**src/rtl/task_pkg.sv**
```systemverilog
// Shared definitions for the task-6 byte-stream blocks.
// Holds the task-6 packet size, the input buffer depth and the
// state type used by the receive-side controller.
package task_pkg;

  // Required length of a task-6 input packet, in bytes (1..4095).
  localparam int TASK_6_PKT_SIZE_IN_BYTES = 8;

  // Input buffer entries; a power of two no smaller than the packet size.
  localparam int TASK_6_IN_FIFO_DEPTH = 8;

  typedef enum logic [2:0] {
    S_IDLE    = 3'd0,
    S_RECEIVE = 3'd1,
    S_DISCARD = 3'd2,
    S_FLUSH   = 3'd3,
    S_DRAIN   = 3'd4
  } task_input_enum;

endpackage

```
**src/rtl/task_6_input_fifo.sv**
```systemverilog
// Show-ahead synchronous FIFO for the task-6 input path.
// q always presents the head entry; rdreq pops it.
// Ports:
//   clock         clock
//   aclr          asynchronous clear, active-high
//   sclr          synchronous clear
//   data, wrreq   write port (ignored when full)
//   rdreq         pop the head (ignored when empty)
//   q             head entry
//   empty, full   status flags
//   usedw         number of stored entries
module task_6_input_fifo #(
  parameter int DATA_W = 8,
  parameter int DEPTH  = 8,
  localparam int AW    = (DEPTH > 1) ? $clog2(DEPTH) : 1
) (
  input  logic              clock,
  input  logic              aclr,
  input  logic              sclr,
  input  logic [DATA_W-1:0] data,
  input  logic              wrreq,
  input  logic              rdreq,
  output logic [DATA_W-1:0] q,
  output logic              empty,
  output logic              full,
  output logic [AW:0]       usedw
);

  logic [DATA_W-1:0] mem_r [DEPTH];
  logic [AW-1:0]     wr_ptr_r;
  logic [AW-1:0]     rd_ptr_r;
  logic [AW:0]       cnt_r;
  logic              do_wr_s;
  logic              do_rd_s;

  // Pointer advance with explicit wrap so non-power-of-two depths also work.
  function automatic logic [AW-1:0] next_ptr(input logic [AW-1:0] ptr);
    if (ptr == AW'(DEPTH - 1)) begin
      return {AW{1'b0}};
    end else begin
      return ptr + AW'(1);
    end
  endfunction

  assign do_wr_s = wrreq & ~full;
  assign do_rd_s = rdreq & ~empty;

  // Pointer and occupancy bookkeeping.
  always_ff @(posedge clock or posedge aclr) begin
    if (aclr) begin
      wr_ptr_r <= {AW{1'b0}};
      rd_ptr_r <= {AW{1'b0}};
      cnt_r    <= {(AW+1){1'b0}};
    end else if (sclr) begin
      wr_ptr_r <= {AW{1'b0}};
      rd_ptr_r <= {AW{1'b0}};
      cnt_r    <= {(AW+1){1'b0}};
    end else begin
      if (do_wr_s) begin
        wr_ptr_r <= next_ptr(wr_ptr_r);
      end
      if (do_rd_s) begin
        rd_ptr_r <= next_ptr(rd_ptr_r);
      end
      case ({do_wr_s, do_rd_s})
        2'b10:   cnt_r <= cnt_r + (AW+1)'(1);
        2'b01:   cnt_r <= cnt_r - (AW+1)'(1);
        default: cnt_r <= cnt_r;
      endcase
    end
  end

  // Storage array; contents need no reset because the pointers gate visibility.
  always_ff @(posedge clock) begin
    if (do_wr_s) begin
      mem_r[wr_ptr_r] <= data;
    end
  end

  assign q     = mem_r[rd_ptr_r];
  assign empty = (cnt_r == (AW+1)'(0));
  assign full  = (cnt_r == (AW+1)'(DEPTH));
  assign usedw = cnt_r;

endmodule

```
**src/rtl/task_6_input.sv**
```systemverilog
// Receive side of the task-6 byte-stream interface.
// Accepts one packet from the task manager, checks its length against
// PKT_SIZE, buffers it and streams good packets to the task-6 core.
// Short and long packets are dropped and flagged with o_pkt_err.
// Ports:
//   i_clk, i_rst                  clock, asynchronous active-high reset
//   i_tmanager_data/valid/last    byte stream from the manager
//   o_tinput_ready                manager byte accepted this cycle when valid
//   o_data/o_data_valid/o_data_last  byte stream to the core (FIFO head)
//   i_task_ready                  core consumes o_data when valid
//   o_busy                        packet in progress
//   o_pkt_err                     one-cycle length-error pulse
//   o_byte_cnt                    bytes accepted in the current packet
module task_6_input
  import task_pkg::*;
#(
  parameter int DATA_W     = 8,
  parameter int PKT_SIZE   = TASK_6_PKT_SIZE_IN_BYTES,
  parameter int FIFO_DEPTH = TASK_6_IN_FIFO_DEPTH
) (
  input  logic              i_clk,
  input  logic              i_rst,
  input  logic [DATA_W-1:0] i_tmanager_data,
  input  logic              i_tmanager_valid,
  input  logic              i_tmanager_last,
  output logic              o_tinput_ready,
  output logic [DATA_W-1:0] o_data,
  output logic              o_data_valid,
  output logic              o_data_last,
  input  logic              i_task_ready,
  output logic              o_busy,
  output logic              o_pkt_err,
  output logic [11:0]       o_byte_cnt
);

  localparam int AW = (FIFO_DEPTH > 1) ? $clog2(FIFO_DEPTH) : 1;
  localparam logic [12:0] PKT_LEN = 13'(PKT_SIZE);

  task_input_enum    state_r;
  task_input_enum    state_next_s;
  logic [11:0]       cnt_r;
  logic              err_r;
  logic              err_next_s;
  logic [12:0]       cnt_inc_s;
  logic              at_size_s;
  logic              under_size_s;
  logic              ready_s;
  logic              accept_s;
  logic              data_valid_s;
  logic              pop_s;
  logic [DATA_W-1:0] fifo_q_s;
  logic              fifo_empty_s;
  logic              fifo_full_s;
  logic [AW:0]       fifo_usedw_s;

  // One bit wider so the compare against PKT_SIZE cannot wrap.
  assign cnt_inc_s    = {1'b0, cnt_r} + 13'd1;
  assign at_size_s    = (cnt_inc_s == PKT_LEN);
  assign under_size_s = (cnt_inc_s <  PKT_LEN);

  assign accept_s     = i_tmanager_valid & ready_s;
  assign data_valid_s = (state_r == S_DRAIN) & ~fifo_empty_s;
  assign pop_s        = data_valid_s & i_task_ready;

  // Manager-side ready: buffering in S_RECEIVE, swallowing bytes in S_DISCARD.
  always_comb begin
    ready_s = 1'b0;
    case (state_r)
      S_RECEIVE: ready_s = ~fifo_full_s;
      S_DISCARD: ready_s = 1'b1;
      default:   ready_s = 1'b0;
    endcase
  end

  // Next-state decode.
  always_comb begin
    state_next_s = state_r;
    case (state_r)
      S_IDLE: begin
        state_next_s = S_RECEIVE;
      end
      S_RECEIVE: begin
        if (accept_s) begin
          if (i_tmanager_last) begin
            state_next_s = at_size_s ? S_DRAIN : S_FLUSH;
          end else if (at_size_s) begin
            state_next_s = S_DISCARD;
          end else begin
            state_next_s = S_RECEIVE;
          end
        end else begin
          state_next_s = S_RECEIVE;
        end
      end
      S_DISCARD: begin
        if (accept_s && i_tmanager_last) begin
          state_next_s = S_FLUSH;
        end else begin
          state_next_s = S_DISCARD;
        end
      end
      S_FLUSH: begin
        state_next_s = S_IDLE;
      end
      S_DRAIN: begin
        // Leave on the final pop so the inter-packet gap is a single S_IDLE cycle.
        if (fifo_empty_s || (pop_s && (fifo_usedw_s == (AW+1)'(1)))) begin
          state_next_s = S_IDLE;
        end else begin
          state_next_s = S_DRAIN;
        end
      end
      default: begin
        state_next_s = S_IDLE;
      end
    endcase
  end

  // Length error: short packet ends early, or the size-th byte is not the last.
  always_comb begin
    err_next_s = 1'b0;
    if ((state_r == S_RECEIVE) && accept_s) begin
      err_next_s = i_tmanager_last ? under_size_s : at_size_s;
    end else begin
      err_next_s = 1'b0;
    end
  end

  // State register.
  always_ff @(posedge i_clk or posedge i_rst) begin
    if (i_rst) begin
      state_r <= S_IDLE;
    end else begin
      state_r <= state_next_s;
    end
  end

  // Byte counter and error pulse; the counter freezes at PKT_SIZE in S_DISCARD.
  always_ff @(posedge i_clk or posedge i_rst) begin
    if (i_rst) begin
      cnt_r <= 12'd0;
      err_r <= 1'b0;
    end else begin
      err_r <= err_next_s;
      if (state_next_s == S_IDLE) begin
        cnt_r <= 12'd0;
      end else if ((state_r == S_RECEIVE) && accept_s) begin
        cnt_r <= cnt_inc_s[11:0];
      end
    end
  end

  task_6_input_fifo #(
    .DATA_W (DATA_W),
    .DEPTH  (FIFO_DEPTH)
  ) u_fifo (
    .clock (i_clk),
    .aclr  (i_rst),
    .sclr  (state_r == S_FLUSH),
    .data  (i_tmanager_data),
    .wrreq ((state_r == S_RECEIVE) & accept_s),
    .rdreq (pop_s),
    .q     (fifo_q_s),
    .empty (fifo_empty_s),
    .full  (fifo_full_s),
    .usedw (fifo_usedw_s)
  );

  // o_data is forced to zero when not valid so the whole output set is 0 in reset.
  assign o_tinput_ready = ready_s;
  assign o_data         = data_valid_s ? fifo_q_s : {DATA_W{1'b0}};
  assign o_data_valid   = data_valid_s;
  assign o_data_last    = data_valid_s & (fifo_usedw_s == (AW+1)'(1));
  assign o_busy         = (state_r != S_IDLE);
  assign o_pkt_err      = err_r;
  assign o_byte_cnt     = cnt_r;

endmodule

```
**config.mk**
```make
export PLATFORM = sky130hd
export DESIGN_NAME = task_6_input
export DESIGN_NICKNAME = d
export VERILOG_FILES = /design/src/rtl/task_pkg.sv /design/src/rtl/task_6_input_fifo.sv /design/src/rtl/task_6_input.sv
export SDC_FILE = /design/constraint.sdc
export NUM_CORES = 1
export LEC_CHECK = 0
export CORE_ASPECT_RATIO = 0.75
export CORE_UTILIZATION = 40
export CTS_CLUSTER_SIZE = 14
export DETAILED_ROUTE_END_ITERATION = 16
export PLACE_DENSITY_LB_ADDON = 0.12
export SLEW_MARGIN = 20
export SYNTH_ARGS = -nofsm -noshare
export SYNTH_HDL_FRONTEND = slang
export SYNTH_SLANG_ARGS = --single-unit
```
**constraint.sdc**
```tcl
create_clock -name i_clk -period 2.8 [get_ports i_clk]
set_input_delay 0.42 -clock i_clk [delete_from_list [all_inputs] [get_ports i_clk]]
set_output_delay 0.42 -clock i_clk [all_outputs]
set_load 0.03 [all_outputs]
```
# Yosys cells after proc, flatten, opt, wreduce, memory -nomap -nowiden
# Memories as Yosys holds them, arrays and structs flattened.
# Index checks and enable logic that the tools add are counted.
# totals
reg_bits,26
mem_bits_rw,64
input_bits,13
word_cells,68
memories,1
# op_classes
addsub,5
order_cmp,1
n_eq_ne,11
muxes,23
n_bitwise,9
reduce_logical,12
# mem_list
name,words,word_bits,rd,rd_clocked_by_memory_dff,wr,line,source
u_fifo.mem_r,8,8,1,0,1,task_6_input_fifo.sv:29,logic [DATA_W-1:0] mem_r [DEPTH];
# ops
operator,count
two-way mux 3 bit,10
two-way mux 12 bit,2
"adder 12 x 1 -> 13 bit, second input constant",1
"== test 13 x 4 -> 1 bit, second input constant",1
"less-than comparator 13 x 4 -> 1 bit, second input constant",1
one-hot mux 3 bit (4 select lines),1
"== test 3 bit, second input constant",3
two-way mux 8 bit,1
one-hot mux 4 bit (2 select lines),1
bitwise AND 1 bit,7
"adder 3 x 1 -> 3 bit, second input constant",2
"== test 3 x 2 -> 1 bit, second input constant",2
logical NOT 3 bit,2
nonzero test 2 bit,3
nonzero test 3 bit,2
two-way mux 1 bit,5
"adder 4 x 1 -> 4 bit, second input constant",1
"== test 4 x 1 -> 1 bit, second input constant",1
"== test 4 bit, second input constant",1
logical NOT 4 bit,1
two-way mux 4 bit,1
"subtractor 4 x 1 -> 4 bit, second input constant",1
"== test 3 x 1 -> 1 bit, second input constant",1
logical AND 1 bit,3
other kinds (6),7

# Depth between registers and ports, before layout
# depth
word_depth,10
depth_mapped,13
mapped_depth_nobuf,12

# Cells and area by module
# From an unflattened synthesis, not the netlist that was laid out.
# hier_totals
cells_unflattened,316
hier_area_um2,4295.4
# by_module_without_submodules
mod,n_inst,cells_each,area_per_inst_um2,seq_area_each_um2
task_6_input_fifo,1,178,3148.0,2172.1
task_6_input,1,138,1147.4,400.4

# Least setup slack after synthesis
# No wires, ideal clock.
# synth_path
path_kind,register to register
from,"reg cnt_r[1], in the netlist o_byte_cnt[1]"
to,"reg cnt_r[0], in the netlist o_byte_cnt[0]"
setup_time_ns,0.140
t_arrival_ns,3.195
path_slack_ns,-0.536
path_stages_with_launch,13
n_path_buf,1
cell_sequence,dfrtp_1 -> ha_1 -> nand4_1 -> xnor2_1 -> or4_4 -> a21o_1 -> nor3_1 -> ha_1 -> nor2_1 -> nor2_1 -> nor4_1 -> buf_2 -> a211oi_1
# synth_between
elab_chain_cells,8
elab_cells_between_ends,10
cone_classes,1 x add/sub; 1 x eq/ne; 6 x mux; 2 x reduce/logical
# synth_rtl
item,line,source
from (decl),task_6_input.sv:41,logic [11:0] cnt_r;
from (signal assigned),task_6_input.sv:148,cnt_r <= cnt_inc_s[11:0];
adder 12 x 1 -> 13 bit (*),task_6_input.sv:57,"assign cnt_inc_s = {1'b0, cnt_r} + 13'd1;"
== test 13 x 4 -> 1 bit (*),task_6_input.sv:58,assign at_size_s = (cnt_inc_s == PKT_LEN);
two-way mux 2 bit / two-way mux 3 bit (equally long branches),"task_6_input.sv:86, task_6_input.sv:85",
two-way mux 3 bit (*),task_6_input.sv:84,if (i_tmanager_last) begin
two-way mux 3 bit (*),task_6_input.sv:83,if (accept_s) begin
one-hot mux 3 bit (4 select lines) (*),task_6_input.sv:78,case (state_r)
logical NOT 3 bit (*),task_6_input.sv:145,if (state_next_s == S_IDLE) begin
two-way mux 12 bit / nonzero test 2 bit (equally long branches),n/a,
# Every way passes the cells marked *; elsewhere a longest branch is shown, timed or not.
# A chain may end at the register's enable or synchronous reset.

# Final worst setup path
# layout_path
from,"reg cnt_r[1], in the netlist o_byte_cnt[1]"
to,"reg cnt_r[2], in the netlist o_byte_cnt[2]"
# layout_between
elab_chain_cells,8
elab_cells_between_ends,11
cone_classes,1 x add/sub; 1 x eq/ne; 7 x mux; 2 x reduce/logical
# layout_rtl
item,line
adder 12 x 1 -> 13 bit (*),task_6_input.sv:57
== test 13 x 4 -> 1 bit,task_6_input.sv:58
two-way mux 2 bit / two-way mux 3 bit (equally long branches),"task_6_input.sv:86, task_6_input.sv:85"
two-way mux 3 bit,task_6_input.sv:84
two-way mux 3 bit,task_6_input.sv:83
one-hot mux 3 bit (4 select lines),task_6_input.sv:78
logical NOT 3 bit,task_6_input.sv:145
two-way mux 12 bit / nonzero test 2 bit (equally long branches),n/a
# Every way passes the cells marked *; elsewhere a longest branch is shown, timed or not. The select of a mux whose other input is x is not followed.

==> impl_metrics.tcl <==
set metrics [dict create \
    status "finished clean" \
    synth_nets 329 \
    cellPowerDensity_nw_per_um2 743 \
    ys_top_cells_by_area "edfxtp_1, dfrtp_1, mux4_2, ha_1, nor2_1" \
    drt_iter0_drc 197 \
    synth_cells 304 \
    diodes 0 \
    final_area_um2 5300 \
    drc 0 \
    grt_pass1_wl_um 14800 \
    use_met3 0.0446 \
    ys_warn_count 0 \
    critPathKind "reg2reg" \
    synth_top_cell_by_area "edfxtp_1" \
    internal_power_w 0.00279 \
    postRouteAntennaNets 0 \
    overflow 0 \
    clk_latency_ps 330 \
    via_per_inst 5.34 \
    grt_start_max_net_pins 27 \
    numClockSinks 90 \
    fp-row-count 32 \
    worstPathMaxFanout 6 \
    power.total_w 0.00394 \
    slowest_stage "dfrtp_2" \
    htreeDepth 3 \
    numCtsBuffers 9 \
    wire_per_inst_um 18.3 \
    ys_top_cells_by_count "edfxtp_1, nor2_1, dfrtp_1" \
    first_pass_iters 4 \
    fillers 888 \
    initial_utilization 0.412 \
    max-clock-path-buffers 2 \
    worst_slew_pin_slew_ps 872 \
    synthToLayoutAreaGrowth_pct 25.1 \
    setup_viol 0 \
    clkPwrFrac 0.324 \
    p_sw_frac 0.291 \
    fin_nets 391 \
    first_global_vias 2661 \
    fmax_mhz 362 \
    slew_headroom 0.419 \
    cap_violations 0 \
    die_y_um 91.2 \
    start_kind "flip-flop" \
    postPlaceCellArea_um2 4920 \
    port_buffers 37 \
    synth-edff-count 64 \
    ir_worst_vdd_uv 395 \
    ys.flop_type "edfxtp_1" \
    cp.required_ps 3030 \
    crit_chain "ha_4 > nand4_1 > buf_4 > xnor2_1 > o31a_1 > a21o_1 > nor3_2 > ha_1 > nor2_2 > nor2_2 > nor4_2 > buf_4 > buf_6 > nor2_1" \
    core_area_um2 10300 \
    comb_power_share 0.233 \
    cts_root_buf "clkbuf_16" \
    rrSetupSlack_ps 30 \
    yosysSeqAreaShare 0.607 \
    p_leak_nw 1.93 \
    rsz0062_at_grt "yes" \
    die_x_um 121 \
    p_seq_frac 0.443 \
    grt_use_total 0.183 \
    met1_usage 0.281 \
    drive_gt1_frac 0.264 \
    timing.final.crit_share 0.988 \
    synth_area_um2 4240 \
    synth_most_common_cell "edfxtp_1" \
    critPathMaxStageDelay_ps 420 \
    gp_congestion 0.844 \
    hold_path.class "in2async" \
    ff2ff_path_depth 14 \
    path_clk_slew_ps 60 \
    final.setup_skew_ps 4.01 \
    post-route-min-period_ps 2770 \
    grt.busiest_layer "met1" \
    vias 2709 \
    antenna_found_initial 0 \
    cp.arrival_ps 2990 \
    dpl.hpwl_um 6050 \
    switchingPower_w 0.00115 \
    async_reset_ff_frac 0.289 \
    io_pins 38 \
    drv_slew 0 \
    drt-total-wl_um 9260 \
    die-area_um2 11000 \
    ys_types 50 \
    cp-end-kind "flip-flop" \
    grtUsageMet2 0.251 \
    r2r-end "o_byte_cnt[2]" \
    avgSynthCellArea_um2 13.9 \
    synth_top_area_frac 0.453 \
    cts_tree "yes" \
    r2r-start "o_byte_cnt[1]" \
    hold_violations 0 \
    synth_seq_cells 90 \
    finalCoreUtilization 0.515 \
]
==> per-stage QoR <==
step,worst slack (ps),TNS [ps],std cells,hold WS [ps]
2_1_floorplan,-70.3,-473,304,460
3_3_place_gp,143,0,486,581
3_5_place_dp,80.7,0,486,589
4_1_cts,27.2,0,502,474
5_1_grt,-75.4,-575,507,499
6_report,34.8,0,507,459
==> worst max-delay path by stage <==
| stage | depth (start not counted) | from | to |
|---|---|---|---|
| detailed placement | 12 | o_byte_cnt[1] | o_byte_cnt[3] |
| finish | 14 | o_byte_cnt[1] | o_byte_cnt[2] |
| floorplan | 12 | o_byte_cnt[1] | o_byte_cnt[0] |
| CTS | 7 | u_fifo.usedw[1] | o_data[2] |
| global route | 14 | o_byte_cnt[1] | o_byte_cnt[7] |
| global placement | 12 | o_byte_cnt[1] | o_byte_cnt[1] |
==> final cells by class <==
| type | instances | area, µm² | area share |
|---|---|---|---|
| inverters | 7 | 26.3 | 0.00496 |
| clock inverters | 6 | 88.8 | 0.0168 |
| clock buffers | 10 | 229 | 0.0432 |
| well taps | 136 | 170 | 0.0321 |
| flip-flops and latches | 90 | 2580 | 0.486 |
| repair buffers | 67 | 574 | 0.108 |
| multi-input cells | 191 | 1640 | 0.308 |
==> timing repair <==
| item | in CTS | in global routing |
|---|---|---|
| hold buffers | 0 | 0 |
| gates resized for setup | 0 | 10 |
| endpoints found under the setup margin | 0 | 15 |
| hold endpoints to repair | 0 | 0 |
| buffers inserted | 0 | 4 |
==> logic make-up after synthesis <==
| kind of cell | Yosys count | share of synthesized area |
|---|---|---|
| simple gates | 103 | 0.133 |
| flops | 90 | 0.607 |
| compound gates | 33 | 0.0576 |
| mux | 27 | 0.111 |
| buf+inv | 23 | 0.0227 |
| xor+xnor | 16 | 0.0331 |
| fa+ha+maj | 12 | 0.0354 |
==> power groups by stage <==
| stage | Combinational (W) | Sequential (W) | Clock, W |
|---|---|---|---|
| floorplan | 0.000505 | 0.00179 | 0 |
| global placement | 0.000846 | 0.00177 | 0 |
| detailed placement | 0.000862 | 0.00177 | 0 |
| CTS | 0.000866 | 0.00175 | 0.00132 |
| global route | 0.00100 | 0.00177 | 0.00136 |
| finish | 0.000917 | 0.00175 | 0.00128 |
==> cell usage in the layout (no fill, tap or decap), types with 3 or more instances in the layout <==
| cell type | n |
|---|---|
| edfxtp_1 | 64 |
| buf_4 | 39 |
| nor2_1 | 27 |
| clkdlybuf4s50_1 | 27 |
| dfrtp_1 | 21 |
| nand2_1 | 16 |
| mux4_2 | 16 |
| xnor2_1 | 12 |
| mux2i_1 | 11 |
| ha_1 | 11 |
| a21oi_1 | 10 |
| nand3_1 | 10 |
| clkbuf_16 | 9 |
| nand3b_1 | 5 |
| inv_1 | 5 |
| nor3_1 | 5 |
| dfrtp_2 | 5 |
| nor2_2 | 4 |
| nor3b_1 | 4 |
| xor2_1 | 4 |
| o21ai_0 | 4 |
| nand2b_1 | 3 |
| nor4_1 | 3 |
| or3_1 | 3 |
| a21o_1 | 3 |
==> registers in the layout, indices dropped and copies added (netlist names) <==
register         cells
state_r              3
o_byte_cnt          12
u_fifo.rd_ptr_r      3
u_fifo.wr_ptr_r      3
u_fifo.mem_r        64
u_fifo.usedw         4
o_pkt_err            1
==> worst max-delay path, delay by kind of cell, from the launching register on <==
kind,cells,cell delay (ps)
buffers and inverters,3,480
AND/OR/NAND/NOR,6,690
XOR/XNOR,1,110
adder cells (fa/ha/maj),2,420
AO/OA/AOI/OAI,2,520
flip-flops,1,420
==> metal layers <==
metal	wire (µm)	share of wire
met5	0	0
met4	114	0.012
met3	427	0.046
met2	4000	0.43
met1	4720	0.51
(Power assumes the default switching activity.)
